==> src/rtl/guess_game_core_if.sv <==
// Player-facing signal bundle for guess_game_core.
//   pb      : push button, active-low, asynchronous to clk
//   sw      : slide-switch guess value, asynchronous
//   seg0..5 : active-low 7-segment digits (target ones/tens, score ones/tens,
//             timer ones/tens), bit6=g .. bit0=a
//   state_o : game state, 0 IDLE, 1 RUN, 2 PAUSE, 3 DONE
// master = board/player side, slave = game core.
interface guess_game_core_if #(
  parameter int unsigned SW_W = 7
);
  logic            pb;
  logic [SW_W-1:0] sw;
  logic [6:0]      seg0;
  logic [6:0]      seg1;
  logic [6:0]      seg2;
  logic [6:0]      seg3;
  logic [6:0]      seg4;
  logic [6:0]      seg5;
  logic [1:0]      state_o;

  modport master (
    output pb, sw,
    input  seg0, seg1, seg2, seg3, seg4, seg5, state_o
  );

  modport slave (
    input  pb, sw,
    output seg0, seg1, seg2, seg3, seg4, seg5, state_o
  );
endinterface

==> src/rtl/guess_game_core.sv <==
// Number-guessing game core: pseudo-random target 1..MAX_TARGET, player
// matches it on the switches to score, BCD round timer to ROUND_SEC,
// single start/pause/restart button, six active-low 7-segment digits.
// Single clock domain; the one-second timebase is a clock-enable tick.
// Ports:
//   clk  : board clock
//   rst  : asynchronous active-low reset
//   bus  : guess_game_core_if.slave (pb, sw in; seg0..seg5, state_o out)
// Optional feature: define GUESS_HISCORE_EN to keep a best-score register
// that is shown on the target digits while IDLE.
module guess_game_core #(
  parameter int unsigned TICK_DIV   = 50000000,
  parameter int unsigned DEB_CYCLES = 500000,
  parameter int unsigned SW_W       = 7,
  parameter int unsigned MAX_TARGET = 30,
  parameter int unsigned ROUND_SEC  = 60,
  parameter logic [15:0] LFSR_SEED  = 16'hACE1
) (
  input  logic                clk,
  input  logic                rst,
  guess_game_core_if.slave    bus
);

  localparam int unsigned DIV_W = (TICK_DIV > 1) ? $clog2(TICK_DIV) : 1;
  localparam int unsigned DEB_W = (DEB_CYCLES > 1) ? $clog2(DEB_CYCLES) : 1;
  localparam int unsigned CMP_W = (SW_W > 7) ? SW_W : 7;

  localparam logic [DIV_W-1:0] DIV_LAST   = DIV_W'(TICK_DIV - 1);
  localparam logic [DEB_W-1:0] DEB_LAST   = DEB_W'(DEB_CYCLES - 1);
  localparam logic [7:0]       ROUND_BCD  = {4'(ROUND_SEC / 10), 4'(ROUND_SEC % 10)};
  localparam logic [15:0]      LFSR_TAPS  = 16'hB400;
  localparam logic [6:0]       TARGET_RST = 7'((LFSR_SEED % 16'(MAX_TARGET)) + 16'd1);

  typedef enum logic [1:0] {
    ST_IDLE  = 2'd0,
    ST_RUN   = 2'd1,
    ST_PAUSE = 2'd2,
    ST_DONE  = 2'd3
  } state_t;

  // Active-low segment code for one BCD digit; non-decimal codes blank.
  function automatic logic [6:0] seg7(input logic [3:0] d);
    case (d)
      4'd0:    seg7 = 7'h40;
      4'd1:    seg7 = 7'h79;
      4'd2:    seg7 = 7'h24;
      4'd3:    seg7 = 7'h30;
      4'd4:    seg7 = 7'h19;
      4'd5:    seg7 = 7'h12;
      4'd6:    seg7 = 7'h02;
      4'd7:    seg7 = 7'h78;
      4'd8:    seg7 = 7'h00;
      4'd9:    seg7 = 7'h18;
      default: seg7 = 7'h7F;
    endcase
  endfunction

  // Two-digit BCD increment (caller handles the 99 ceiling).
  function automatic logic [7:0] bcd_inc(input logic [7:0] v);
    if (v[3:0] == 4'd9) bcd_inc = {v[7:4] + 4'd1, 4'd0};
    else                bcd_inc = {v[7:4], v[3:0] + 4'd1};
  endfunction

  state_t            state_q, state_d;
  logic              pb_s1_q, pb_s2_q;
  logic              deb_level_q, deb_level_d;
  logic [DEB_W-1:0]  deb_cnt_q, deb_cnt_d;
  logic [SW_W-1:0]   sw_s1_q, sw_s2_q;
  logic [15:0]       lfsr_q, lfsr_d;
  logic [DIV_W-1:0]  div_q, div_d;
  logic [7:0]        timer_q, timer_d;
  logic [7:0]        score_q, score_d;
  logic [6:0]        target_q, target_d;
`ifdef GUESS_HISCORE_EN
  logic [7:0]        best_q, best_d;
`endif

  logic              press_c;
  logic              tick_c;
  logic              hit_c;
  logic [6:0]        cand_c;
  logic [6:0]        draw_c;
  logic [7:0]        timer_inc_c;
  logic [3:0]        tgt_tens_c;
  logic [3:0]        tgt_ones_c;

  // Button debounce: accept a new level after DEB_CYCLES differing samples.
  always_comb begin
    deb_level_d = deb_level_q;
    deb_cnt_d   = '0;
    if (pb_s2_q != deb_level_q) begin
      if (deb_cnt_q == DEB_LAST) deb_level_d = pb_s2_q;
      else                       deb_cnt_d   = deb_cnt_q + DEB_W'(1);
    end
    press_c = deb_level_q & ~deb_level_d;
  end

  // Free-running Galois LFSR and target draw that never repeats the old target.
  always_comb begin
    lfsr_d = (lfsr_q >> 1) ^ (lfsr_q[0] ? LFSR_TAPS : 16'h0000);
    cand_c = 7'(lfsr_q % 16'(MAX_TARGET)) + 7'd1;
    draw_c = (cand_c == target_q) ? 7'(cand_c % 7'(MAX_TARGET)) + 7'd1 : cand_c;
  end

  assign tick_c      = (state_q == ST_RUN) && (div_q == DIV_LAST);
  assign hit_c       = (state_q == ST_RUN) && (CMP_W'(sw_s2_q) == CMP_W'(target_q));
  assign timer_inc_c = bcd_inc(timer_q);

  // Game FSM and datapath next-state.
  always_comb begin
    state_d  = state_q;
    div_d    = div_q;
    timer_d  = timer_q;
    score_d  = score_q;
    target_d = target_q;
`ifdef GUESS_HISCORE_EN
    best_d   = best_q;
`endif
    case (state_q)
      ST_IDLE: begin
        if (press_c) begin
          state_d = ST_RUN;
          div_d   = '0;
        end
      end
      ST_RUN: begin
        div_d = tick_c ? '0 : div_q + DIV_W'(1);
        if (hit_c) begin
          if (score_q != 8'h99) score_d = bcd_inc(score_q);
          target_d = draw_c;
        end
        if (tick_c) timer_d = timer_inc_c;
        // Timeout outranks a coincident press.
        if (tick_c && (timer_inc_c == ROUND_BCD)) state_d = ST_DONE;
        else if (press_c)                         state_d = ST_PAUSE;
      end
      ST_PAUSE: begin
        if (press_c) state_d = ST_RUN;
      end
      ST_DONE: begin
        if (press_c) begin
          state_d  = ST_IDLE;
          score_d  = '0;
          timer_d  = '0;
          target_d = draw_c;
        end
      end
      default: state_d = ST_IDLE;
    endcase
`ifdef GUESS_HISCORE_EN
    // BCD digits compare correctly as a plain 8-bit magnitude.
    if ((state_q == ST_RUN) && (state_d == ST_DONE) && (score_d > best_q)) best_d = score_d;
`endif
  end

  // State and datapath registers.
  always_ff @(posedge clk or negedge rst) begin
    if (!rst) begin
      state_q     <= ST_IDLE;
      pb_s1_q     <= 1'b1;
      pb_s2_q     <= 1'b1;
      deb_level_q <= 1'b1;
      deb_cnt_q   <= '0;
      sw_s1_q     <= '0;
      sw_s2_q     <= '0;
      lfsr_q      <= LFSR_SEED;
      div_q       <= '0;
      timer_q     <= '0;
      score_q     <= '0;
      target_q    <= TARGET_RST;
`ifdef GUESS_HISCORE_EN
      best_q      <= '0;
`endif
    end else begin
      state_q     <= state_d;
      pb_s1_q     <= bus.pb;
      pb_s2_q     <= pb_s1_q;
      deb_level_q <= deb_level_d;
      deb_cnt_q   <= deb_cnt_d;
      sw_s1_q     <= bus.sw;
      sw_s2_q     <= sw_s1_q;
      lfsr_q      <= lfsr_d;
      div_q       <= div_d;
      timer_q     <= timer_d;
      score_q     <= score_d;
      target_q    <= target_d;
`ifdef GUESS_HISCORE_EN
      best_q      <= best_d;
`endif
    end
  end

  // Display decode of registered state.
  always_comb begin
    tgt_tens_c = 4'(target_q / 7'd10);
    tgt_ones_c = 4'(target_q % 7'd10);
    bus.seg0   = 7'h7F;
    bus.seg1   = 7'h7F;
    if ((state_q == ST_RUN) || (state_q == ST_DONE)) begin
      bus.seg0 = seg7(tgt_ones_c);
      bus.seg1 = seg7(tgt_tens_c);
    end
`ifdef GUESS_HISCORE_EN
    else if (state_q == ST_IDLE) begin
      bus.seg0 = seg7(best_q[3:0]);
      bus.seg1 = seg7(best_q[7:4]);
    end
`endif
    bus.seg2    = seg7(score_q[3:0]);
    bus.seg3    = seg7(score_q[7:4]);
    bus.seg4    = seg7(timer_q[3:0]);
    bus.seg5    = seg7(timer_q[7:4]);
    bus.state_o = state_q;
  end

endmodule

==> src/flat_wrapper.sv <==
// flat-port wrapper written by rule: the top's interface ports become plain ports
module guess_game_core_flat 
#(
  parameter int unsigned TICK_DIV   = 50000000,
  parameter int unsigned DEB_CYCLES = 500000,
  parameter int unsigned SW_W       = 7,
  parameter int unsigned MAX_TARGET = 30,
  parameter int unsigned ROUND_SEC  = 60,
  parameter logic [15:0] LFSR_SEED  = 16'hACE1
)
  (clk, rst, bus_pb, bus_sw, bus_seg0, bus_seg1, bus_seg2, bus_seg3, bus_seg4, bus_seg5, bus_state_o);
  guess_game_core_if #(.SW_W(SW_W)) bus_i ();
  input  logic clk;
  input  logic rst;
  input wire logic [$bits(bus_i.pb)-1:0] bus_pb;
  input wire logic [$bits(bus_i.sw)-1:0] bus_sw;
  output wire logic [$bits(bus_i.seg0)-1:0] bus_seg0;
  output wire logic [$bits(bus_i.seg1)-1:0] bus_seg1;
  output wire logic [$bits(bus_i.seg2)-1:0] bus_seg2;
  output wire logic [$bits(bus_i.seg3)-1:0] bus_seg3;
  output wire logic [$bits(bus_i.seg4)-1:0] bus_seg4;
  output wire logic [$bits(bus_i.seg5)-1:0] bus_seg5;
  output wire logic [$bits(bus_i.state_o)-1:0] bus_state_o;
  assign bus_i.pb = bus_pb;
  assign bus_i.sw = bus_sw;
  assign bus_seg0 = bus_i.seg0;
  assign bus_seg1 = bus_i.seg1;
  assign bus_seg2 = bus_i.seg2;
  assign bus_seg3 = bus_i.seg3;
  assign bus_seg4 = bus_i.seg4;
  assign bus_seg5 = bus_i.seg5;
  assign bus_state_o = bus_i.state_o;
  guess_game_core #(.TICK_DIV(TICK_DIV), .DEB_CYCLES(DEB_CYCLES), .SW_W(SW_W), .MAX_TARGET(MAX_TARGET), .ROUND_SEC(ROUND_SEC), .LFSR_SEED(LFSR_SEED)) u_core (.clk(clk), .rst(rst), .bus(bus_i));
endmodule
==> config.mk <==
export PLATFORM = sky130hd
export DESIGN_NAME = guess_game_core_flat
export DESIGN_NICKNAME = d
export VERILOG_FILES = /design/src/rtl/guess_game_core_if.sv /design/src/rtl/guess_game_core.sv /design/src/flat_wrapper.sv
export SDC_FILE = /design/constraint.sdc
export NUM_CORES = 1
export LEC_CHECK = 0
export CAP_MARGIN = 15
export CORE_MARGIN = 2
export CORE_UTILIZATION = 49
export DETAILED_ROUTE_END_ITERATION = 16
export HOLD_SLACK_MARGIN = 0.15
export PLACE_DENSITY_LB_ADDON = 0.1
export SLEW_MARGIN = 10
export SYNTH_ARGS = -nofsm -noshare
export SYNTH_HDL_FRONTEND = slang
export SYNTH_SLANG_ARGS = --single-unit
==> constraint.sdc <==
create_clock -name clk -period 9.58 [get_ports clk]
set_input_delay 0.958 -clock clk [delete_from_list [all_inputs] [get_ports clk]]
set_output_delay 0.958 -clock clk [all_outputs]
set_load 0.03 [all_outputs]
==> impl_metrics.py, run 1 <==
metrics = {
    "outcome": {
        "outcome": "finished, final reports clean",
    },
    "die": {
        "io_pins": 54,
        "initial_core_util": 0.501,
        "num_rows": 48,
        "die-area_mm2": 0.0188,
        "dieHeight_um": 137,
        "die_w_um": 137,
        "core-area_mm2": 0.0174,
    },
    "cells_and_area": {
        "final_layout_size_suffix_gt1_frac": 0.0765,
        "nets": 1142,
        "synthToLayoutAreaGrowth_pct": 10.9,
        "fillCellCount": 1652,
        "seqCellArea_mm2": 0.00259,
        "multiInputGateArea_mm2": 0.00574,
        "finalInstanceArea_mm2": 0.00965,
        "insertedDiodeCount": 0,
        "fin_util": 0.556,
    },
    "clocking": {
        "worstSkewPairLatency_ns": 0.35,
        "htree_levels": 3,
        "cts.sinks": 103,
        "cts_setup_buffers": 0,
        "clkSlewWorstSetupHoldPaths_ns": 0.07,
        "numCtsBuffers": 9,
        "root_buffer": "clkbuf_16",
        "cts_tree": "built",
        "clock_tree.buffer_depth": 2,
    },
    "routing": {
        "wl_per_cell_um": 14.4,
        "route.vias.total": 7667,
        "drcViolationCount": 0,
        "drt_wl_total_mm": 19.0,
        "first_iter_violations": 370,
        "ant_nets": 0,
        "first_pass_iters": 5,
        "vias_per_cell": 5.80,
    },
    "sta": {
        "maxSlewViolCount": 0,
        "whs_ns": 0.352,
        "hold_viol": 0,
        "relSlewSlack": 0.379,
        "skew_ns": 0.00867,
        "tightest_slew_ns": 0.932,
        "rsz0062_at_grt": "no",
        "max_freq_mhz": 115,
        "post-route-min-period_ns": 8.69,
        "fin_crit_sh": 0.907,
        "setup_viol": 0,
        "setup_tns_ns": 0,
    },
    "grt": {
        "grt_pass1_wl_mm": 31.9,
        "grt_usage": 0.204,
        "grt_pass1_vias": 6709,
        "grt_overflow": 0,
        "antenna_found_initial": 0,
        "grt_max_degree": 54,
    },
    "placement": {
        "place.gp.congestion": 0.942,
        "numPortBuffers": 53,
        "place_area_mm2": 0.00933,
        "hpwl_mm": 14.0,
    },
    "synth": {
        "avgSynthCellArea_um2": 8.10,
        "synth_fa_ha_area_frac": 0.0585,
        "synth-xor-area-share": 0.0788,
        "synth_compound_area_frac": 0.244,
        "synthArstFlopShare": 1.00,
        "ys_seq_area_frac": 0.298,
        "synth_top_family_by_area": "simple AND/OR/NAND/NOR gates",
        "synth_nets": 1123,
        "synth_edf_count": 0,
        "synth.most_common_cell": "nand2_1",
        "synth-seq-cells": 103,
        "yosys_warnings": 0,
        "synth_cell_types": 102,
        "ys_top_cells_by_area": "dfrtp_1, ha_1, o21ai_0, nand2_1, nor2_1",
        "synthFlopType": "dfrtp_1",
        "synth_common_cells": "nand2_1, nor2_1, o21ai_0",
        "yosysTopAreaCellShare": 0.262,
        "syn_area_mm2": 0.00870,
        "yosysTopAreaCell": "dfrtp_1",
        "synth_simple_gate_area_frac": 0.255,
        "synth_cells": 1074,
        "synthMuxAreaShare": 0.0214,
    },
    "min_path": {
        "hold_path_class": "reg -> reg",
        "worstHoldPathCells": 0,
    },
    "critical_path": {
        "crit_type": "reg -> reg",
        "crit_path_max_fanout": 13,
        "critPathMaxStageDelay_ns": 0.66,
        "worstPathRequired_ns": 9.81,
        "slowest_stage": "dfrtp_1",
        "start_kind": "flip-flop",
        "cp.arrival_ns": 8.92,
        "rr_worst_depth": 34,
        "end_kind": "flip-flop",
    },
    "power_and_ir_drop": {
        "p_leak_nw": 3.79,
        "ir_drop_v": 0.0000884,
        "power_mw": 0.835,
        "power_density_mw_per_mm2": 86.6,
    },
    "run": {
        "cap_violations": 0,
    },
}
-- what timing repair did --
item | in CTS | in global routing
hold buffers | 0 | 0
gates resized for setup | 0 | 1
setup endpoints to repair | 0 | 3
-- cells by family after synthesis --
| family | count (synthesis) |
|---|---|
| simple gates | 442 |
| buf+inv | 94 |
| fa+ha+maj | 41 |
| xor+xnor | 72 |
| flops | 103 |
| compound gates | 304 |
| mux | 18 |
-- area by class of cell --
cell class              count  area share
clock buffers              11      0.0252
repair buffers             58      0.0586
clock inverters             5     0.00661
multi-input cells         877       0.595
inverters                  44      0.0171
well taps                 225      0.0292
flip-flops and latches    103       0.269
-- worst max-delay path, delay by kind of cell, from the launching register on --
family | cells | cell delay (ns)
buf+inv | 3 | 0.31
compound gates | 16 | 3.96
mux | 2 | 0.59
flops | 1 | 0.66
simple gates | 10 | 2.11
fa+ha+maj | 3 | 0.94
-- placed cells by master (no fill, tap or decap), types with 12 or more instances in the layout --
master and n:
inv_1 42, mux2i_1 13, nand3_1 49, nor3_1 17, clkdlybuf4s50_1 52, nand4_1 24, o21ai_0 96, xor2_1 26
dfrtp_1 91, nand2_1 124, xnor2_1 40, a21oi_1 52, nand2b_1 14, and3_1 15, ha_1 39, dfstp_2 12
nor2_1 112
-- layer usage --
metal / routed length (µm) / up-vias / part of all wire / GRT usage
met5: 0 / - / 0 / 0
met2: 8520 / 155 / 0.45 / 0.328
li1: - / 3916 / - / -
met1: 9610 / 3576 / 0.50 / 0.290
met3: 688 / 20 / 0.036 / 0.0291
met4: 225 / 0 / 0.012 / 0.0504
-- flip-flops by register name, indices dropped and copies added, names as in the netlist --
| name | cells |
|---|---|
| u_core.lfsr_q | 16 |
| u_core.sw_s2_q | 7 |
| u_core.deb_cnt_q | 19 |
| u_core.pb_s1_q | 1 |
| u_core.target_q | 7 |
| u_core.bus.state_o | 2 |
| u_core.sw_s1_q | 7 |
| u_core.div_q | 26 |
| u_core.timer_q | 8 |
| u_core.deb_level_q | 1 |
| u_core.score_q | 8 |
| u_core.pb_s2_q | 1 |
-- stage by stage --
step	instances	setup WS, ns
after floorplan	1074	1.90
after detailed placement	1307	0.765
after CTS	1323	0.753
after global routing	1323	0.0910
after global placement	1307	1.05
final	1323	0.889
-- worst paths after layout --
kind / from / endpoint / slack [ns]
setup / recovery: u_core.lfsr_q[12]$_DFF_PN0_ / u_core.target_q[4]$_DFFE_PN0P_ / 0.89
hold / removal: u_core.sw_s1_q[4]$_DFF_PN0_ / u_core.sw_s2_q[4]$_DFF_PN0_ / 0.35
setup reg to reg: u_core.lfsr_q[12]$_DFF_PN0_ / u_core.target_q[4]$_DFFE_PN0P_ / 0.89
hold reg to reg: u_core.sw_s1_q[4]$_DFF_PN0_ / u_core.sw_s2_q[4]$_DFF_PN0_ / 0.35
max in group asynchronous: rst / u_core.deb_cnt_q[3]$_DFF_PN0_ / 7.86
min in group asynchronous: rst / u_core.sw_s1_q[0]$_DFF_PN0_ / 0.63
-- power breakdown --
| group | leakage (nW) | internal (mW) | switching (mW) |
|---|---|---|---|
| clock network | 0.147 | 0.212 | 0.163 |
| registers | 1.36 | 0.440 | 0.00264 |
| logic | 2.28 | 0.00558 | 0.0116 |
| total | 3.79 | 0.657 | 0.178 |
No activity file was read; power rests on OpenSTA's default activity.
==> inputs of run 2 (changes only) <==
HOLD_SLACK_MARGIN = not set   (was 0.15)
==> results of run 2 <==
The final DEF is identical to that of run 1; final timing and power are the same.
